`config.mk`:
```
export PLATFORM = sky130hd
export DESIGN_NAME = display_scheduler
export DESIGN_NICKNAME = d
export VERILOG_FILES = /design/src/rtl/display_scheduler.sv
export SDC_FILE = /design/constraint.sdc
export NUM_CORES = 1
export LEC_CHECK = 0
export CORE_MARGIN = 2
export CORE_UTILIZATION = 50
export DETAILED_ROUTE_END_ITERATION = 10
export DONT_BUFFER_PORTS = 1
export SLEW_MARGIN = 5
export SYNTH_ARGS = -nofsm -noshare
export SYNTH_HDL_FRONTEND = slang
export SYNTH_SLANG_ARGS = --single-unit
```
`constraint.sdc`:
```
create_clock -name clk -period 7.9 [get_ports clk]
set_input_delay 0.395 -clock clk [delete_from_list [all_inputs] [get_ports clk]]
set_output_delay 0.395 -clock clk [all_outputs]
set_load 0.02 [all_outputs]
```
`src/rtl/display_scheduler.sv`:
```
// -----------------------------------------------------------------------------
// display_scheduler
//
// Time-shares one 4-digit seven-segment display controller among four
// requesters: sources 0..2 take turns round-robin, source 3 is an alert source
// that preempts them. The current owner's digit codes and decimal points are
// forwarded (registered) to the display controller for a fixed dwell period.
//
// Parameters
//   SIMULATE : 0 -> dwell of 100_000_000 cycles (1 s at 100 MHz)
//              1 -> dwell of 8 cycles (simulation)
//
// Ports
//   clk            in   1   system clock (100 MHz)
//   reset          in   1   synchronous, active-low reset
//   req            in   4   per-source request, bit 3 = alert source
//   src_d          in  80   source i digits at [20i+19:20i] = {d3,d2,d1,d0}
//   src_dp         in  16   source i decimal points at [4i+3:4i]
//   d0..d3         out  5   digit codes to the display controller (23 = blank)
//   dp             out  4   decimal points to the display controller
//   grant          out  4   one-hot current owner, 0 when idle
//   done           out  4   one-cycle pulse when source i completes a dwell
// -----------------------------------------------------------------------------
module display_scheduler #(
    parameter int SIMULATE = 0
) (
    input  logic        clk,
    input  logic        reset,
    input  logic [3:0]  req,
    input  logic [79:0] src_d,
    input  logic [15:0] src_dp,
    output logic [4:0]  d0,
    output logic [4:0]  d1,
    output logic [4:0]  d2,
    output logic [4:0]  d3,
    output logic [3:0]  dp,
    output logic [3:0]  grant,
    output logic [3:0]  done
);

    // Last counter value of a dwell; the counter starts at 0 on each grant.
    localparam logic [26:0] DWELL_LAST = (SIMULATE != 0) ? 27'd7 : 27'd99_999_999;
    localparam logic [4:0]  BLANK      = 5'd23;
    localparam logic [1:0]  ALERT      = 2'd3;

    typedef enum logic {
        ST_IDLE,
        ST_SHOW
    } state_t;

    // -------------------------------------------------------------------------
    // State and registered outputs
    // -------------------------------------------------------------------------
    state_t      r_state;
    logic [1:0]  r_owner;
    logic [1:0]  r_ptr;     // last low-priority source that finished or withdrew
    logic [26:0] r_count;
    logic [3:0]  r_grant;
    logic [3:0]  r_done;
    logic [19:0] r_digits;  // {d3,d2,d1,d0}
    logic [3:0]  r_dp;

    // -------------------------------------------------------------------------
    // Next-owner decision
    // -------------------------------------------------------------------------
    logic        w_keep;        // current owner continues its dwell
    logic [1:0]  w_ptr_next;
    logic [3:0]  w_done_next;
    logic [1:0]  w_cand0;
    logic [1:0]  w_cand1;
    logic [1:0]  w_cand2;
    logic        w_arb_valid;
    logic [1:0]  w_arb_idx;
    logic        w_next_valid;
    logic [1:0]  w_next_idx;
    logic [19:0] w_next_digits;
    logic [3:0]  w_next_dp;

    // Successor of a low-priority source index in the 0 -> 1 -> 2 -> 0 ring.
    function automatic logic [1:0] rr_next(input logic [1:0] idx);
        return (idx == 2'd2) ? 2'd0 : idx + 2'd1;
    endfunction

    // Events on the current owner. Withdrawal is tested first so that a source
    // dropping its request on the last dwell cycle gets no done pulse. A dwell
    // end ahead of preemption lets the owner collect its done while the alert
    // source is granted on the same edge.
    always_comb begin
        // NOTE: every signal gets a default before any branch, so no path can
        // leave one unassigned and infer a latch.
        w_keep      = 1'b0;
        w_ptr_next  = r_ptr;
        w_done_next = '0;
        if (r_state == ST_SHOW) begin
            if (!req[r_owner]) begin
                if (r_owner != ALERT) begin
                    w_ptr_next = r_owner;
                end
            end else if (r_count == DWELL_LAST) begin
                w_done_next[r_owner] = 1'b1;
                if (r_owner != ALERT) begin
                    w_ptr_next = r_owner;
                end
            end else begin
                // A preempted low source keeps ptr, so it is not charged a turn.
                w_keep = !(req[3] && (r_owner != ALERT));
            end
        end
    end

    // Search order starts after the (possibly just updated) pointer, so the
    // source that just finished is considered last.
    assign w_cand0 = rr_next(w_ptr_next);
    assign w_cand1 = rr_next(w_cand0);
    assign w_cand2 = rr_next(w_cand1);

    always_comb begin
        w_arb_valid = 1'b1;
        w_arb_idx   = ALERT;
        if (req[3]) begin
            w_arb_idx = ALERT;
        end else if (req[w_cand0]) begin
            w_arb_idx = w_cand0;
        end else if (req[w_cand1]) begin
            w_arb_idx = w_cand1;
        end else if (req[w_cand2]) begin
            w_arb_idx = w_cand2;
        end else begin
            w_arb_valid = 1'b0;
        end
    end

    assign w_next_valid = w_keep | w_arb_valid;
    assign w_next_idx   = w_keep ? r_owner : w_arb_idx;

    // Live data of the next owner; reloaded every cycle so source updates
    // propagate while the grant is held.
    always_comb begin
        w_next_digits = src_d[19:0];
        w_next_dp     = src_dp[3:0];
        case (w_next_idx)
            2'd0: begin
                w_next_digits = src_d[19:0];
                w_next_dp     = src_dp[3:0];
            end
            2'd1: begin
                w_next_digits = src_d[39:20];
                w_next_dp     = src_dp[7:4];
            end
            2'd2: begin
                w_next_digits = src_d[59:40];
                w_next_dp     = src_dp[11:8];
            end
            default: begin
                w_next_digits = src_d[79:60];
                w_next_dp     = src_dp[15:12];
            end
        endcase
    end

    // -------------------------------------------------------------------------
    // FSM with registered outputs
    // -------------------------------------------------------------------------
    // NOTE: reset is sampled on the clock edge (synchronous), and all state is
    // written with non-blocking assignments so every register sees the values
    // from before the edge.
    always_ff @(posedge clk) begin
        if (!reset) begin
            r_state  <= ST_IDLE;
            r_owner  <= 2'd0;
            r_ptr    <= 2'd2;
            r_count  <= '0;
            r_grant  <= '0;
            r_done   <= '0;
            r_digits <= {4{BLANK}};
            r_dp     <= '0;
        end else begin
            r_ptr  <= w_ptr_next;
            r_done <= w_done_next;
            if (w_next_valid) begin
                r_state  <= ST_SHOW;
                r_owner  <= w_next_idx;
                r_grant  <= 4'b0001 << w_next_idx;
                r_digits <= w_next_digits;
                r_dp     <= w_next_dp;
                r_count  <= w_keep ? r_count + 27'd1 : '0;
            end else begin
                r_state  <= ST_IDLE;
                r_owner  <= 2'd0;
                r_grant  <= '0;
                r_digits <= {4{BLANK}};
                r_dp     <= '0;
                r_count  <= '0;
            end
        end
    end

    assign d0    = r_digits[4:0];
    assign d1    = r_digits[9:5];
    assign d2    = r_digits[14:10];
    assign d3    = r_digits[19:15];
    assign dp    = r_dp;
    assign grant = r_grant;
    assign done  = r_done;

endmodule

```
==> out/qor.yml <==
synth:
  synthDistinctLibCells: 45
  synthCells: 312
  ys_seq_elements: 64
  mappedNetlistArea_um2: 3040
  yosysWarnings: 0
  syn_avg_cell_area_um2: 9.73
  synth_seq_area_share_pct: 42.2
  synth-main-ff-cell: "dfxtp_1"
  async_flop_share_pct: 0
  syn_nets: 415
  synth_edf_count: 0
setup_path:
  required_ns: 8.09
  worstSetupStartpointType: "flop"
  crit_fanout: 52
  cp-end-kind: "flop"
  worstSetupPathType: "reg -> reg"
  arrival_ns: 3.63
floorplan:
  design.die.area_um2: 6710
  die_h_um: 81.9
  die_x_um: 81.9
  ioPinCount: 134
  num_rows: 28
  core_um2: 5890
  initial_core_util_pct: 51.6
min_path:
  hp-class: "in -> reg"
sta:
  fmax_mhz: 291
  slew_violations: 0
  hold_slack_ns: 0.126
  hold_viol_final: 0
  tns_ns: 0
  worstMarginPinSlew_ns: 1.06
  max_slew_margin_pct: 29.1
  setup_viol_count_final: 0
  rsz0062_at_grt: "no"
  layout_min_cycle_time_ns: 3.44
  finClkSkew_ns: 0.00358
  fin_crit_sh_pct: 43.6
power_and_ir_drop:
  peakVddDrop_v: 0.000110
  power.density_nw_per_um2: 221
  power.leakage_nw: 1.26
finish:
  diodes: 0
  stdcell_area_um2: 3200
  area.growth.synth_to_final_pct: 5.56
  multi_input_area_um2: 1640
  fin_nets: 411
  drive_gt1_share_pct: 10.7
  fillers: 550
  final-seq-area_um2: 1280
  fin_util_pct: 54.4
  final_cell_mix: "dfxtp_1, mux2i_1, nor2_1"
  layout_commonest_cell: "dfxtp_1"
cts:
  htreeDepth: 3
  cts-hold-fix-buffers: 0
  clock_latency_ns: 0.33
  cts_made_buffers: 9
  root_buffer: "clkbuf_8"
  clockBufferDepth: 2
  cts_sinks: 64
  postCtsSetupBuffers: 0
  cts_resized: 0
  clkTransAtPathRegs_ns: 0.06
  cts_tree: "built"
detailed_routing:
  num_vias: 2163
  m1WireLength_mm: 2.67
  vias_per_cell: 5.63
  avgRoutedWirePerCell_um: 16.3
  drt-initial-drc-count: 83
  first_pass_iters: 4
  routed-wl-met2_mm: 3.02
  wl_mm: 6.27
  drc: 0
  met3WireLength_um: 466
  highest_layer: "met4"
  antenna_left: 0
place:
  io_buffers: 0
  post-dp-hpwl_mm: 4.62
  placed_area_um2: 3060
  gp_congestion: 0.806
run_status:
  status: "completed"
global_route:
  grt_usage_pct: 19.8
  grt_pass1_wl_mm: 9.92
  antenna_found_initial: 0
  grt_max_degree: 53
  grt.overflow.total: 0
  grt_pass1_vias: 2089
job:
  max_cap_violations: 0
## flip-flops by register name, summed over array words and instances, names as in the netlist
| register | flops |
|---|---|
| r_count | 27 |
| r_digits | 20 |
| r_state | 1 |
| r_owner | 2 |
| dp | 4 |
| grant | 4 |
| done | 4 |
| r_ptr | 2 |
## cells by family (layout without fill, tap and decap cells)
group	after synthesis	after routing	synth area share, %
xor gates and xnor gates	22	22	6.35
muxes	54	54	17.9
AOI/OAI and AO/OA	44	44	12.8
and+or+nand+nor	103	103	16.2
adders and majority gates	1	1	0.412
buffers and inverters	24	21	4.16
DFF	64	64	42.2
## report_power, final
part	internal [mW]	leakage [nW]	total [mW]	switching (mW)
registers	0.345	0.524	0.381	0.0359
logic	0.0465	0.661	0.0992	0.0527
clock network	0.114	0.0797	0.228	0.114
## synth_stat cells, types with 2 or more instances
| master | count | area, um^2 |
|---|---|---|
| inv_1 | 7 | 26.3 |
| xor2_1 | 12 | 105 |
| nor3b_1 | 2 | 15.0 |
| mux2_2 | 2 | 22.5 |
| nor2b_1 | 3 | 18.8 |
| a22oi_1 | 7 | 52.6 |
| a21oi_1 | 4 | 20.0 |
| xnor2_1 | 10 | 87.6 |
| dfxtp_1 | 64 | 1280 |
| a22oi_2 | 8 | 100 |
| buf_2 | 6 | 30.0 |
| and3_1 | 4 | 25.0 |
| or3_1 | 7 | 43.8 |
| nand2_1 | 18 | 67.6 |
| mux2i_1 | 52 | 521 |
| o22ai_1 | 9 | 56.3 |
| clkbuf_1 | 7 | 26.3 |
| nand3_1 | 10 | 50.1 |
| o21ai_0 | 4 | 20.0 |
| and2_1 | 5 | 31.3 |
| nand4_1 | 3 | 18.8 |
| nor3_1 | 5 | 25.0 |
| nor2_1 | 40 | 150 |
| nor4_1 | 2 | 12.5 |
## path summary, 6_finish.rpt
check	from	to	slack, ns	cells past startpoint
worst min-delay path	reset	r_ptr[1]	0.13	1
worst max-delay path	r_count[9]	r_digits[7]	4.46	9
worst min register to register	r_count[0]	r_count[0]	0.45	1
worst max register to register	r_count[9]	r_digits[7]	4.46	9
## cell type report
| type | instances | share of cell area, % |
|---|---|---|
| inverter | 8 | 1.09 |
| timing repair buffer | 1 | 0.234 |
| multi-input combinational | 224 | 51.2 |
| sequential | 64 | 40.0 |
| clock buffer | 10 | 4.30 |
| tap | 75 | 2.93 |
| clock inverter | 2 | 0.312 |
## routing by layer
metal  vias up  GRT usage [%]
li1       1091              -
met1       992           23.8
met2        71           31.1
met3         9           7.36
met4         0           9.83
met5         -              0
## through the flow
| stage | setup slack, ns | std cells | total power [mW] |
|---|---|---|---|
| 2_1_floorplan | 4.99 | 312 | 0.475 |
| 3_3_place_gp | 4.56 | 372 | 0.487 |
| 3_5_place_dp | 4.44 | 372 | 0.488 |
| 4_1_cts | 4.43 | 384 | 0.718 |
| 5_1_grt | 4.16 | 384 | 0.740 |
| 6_report | 4.46 | 384 | 0.708 |
## worst max-delay path, cell delays in order, from the launching register on
cell and delay [ns]:
dfxtp_1 0.34, or4b_1 0.50, or3_1 0.35, nor3_1 0.38, mux2i_1 0.29, o211ai_1 0.16, a21oi_4 0.16, buf_4 0.61
mux2i_1 0.36, a22oi_4 0.10
(Power assumes the default switching activity.)
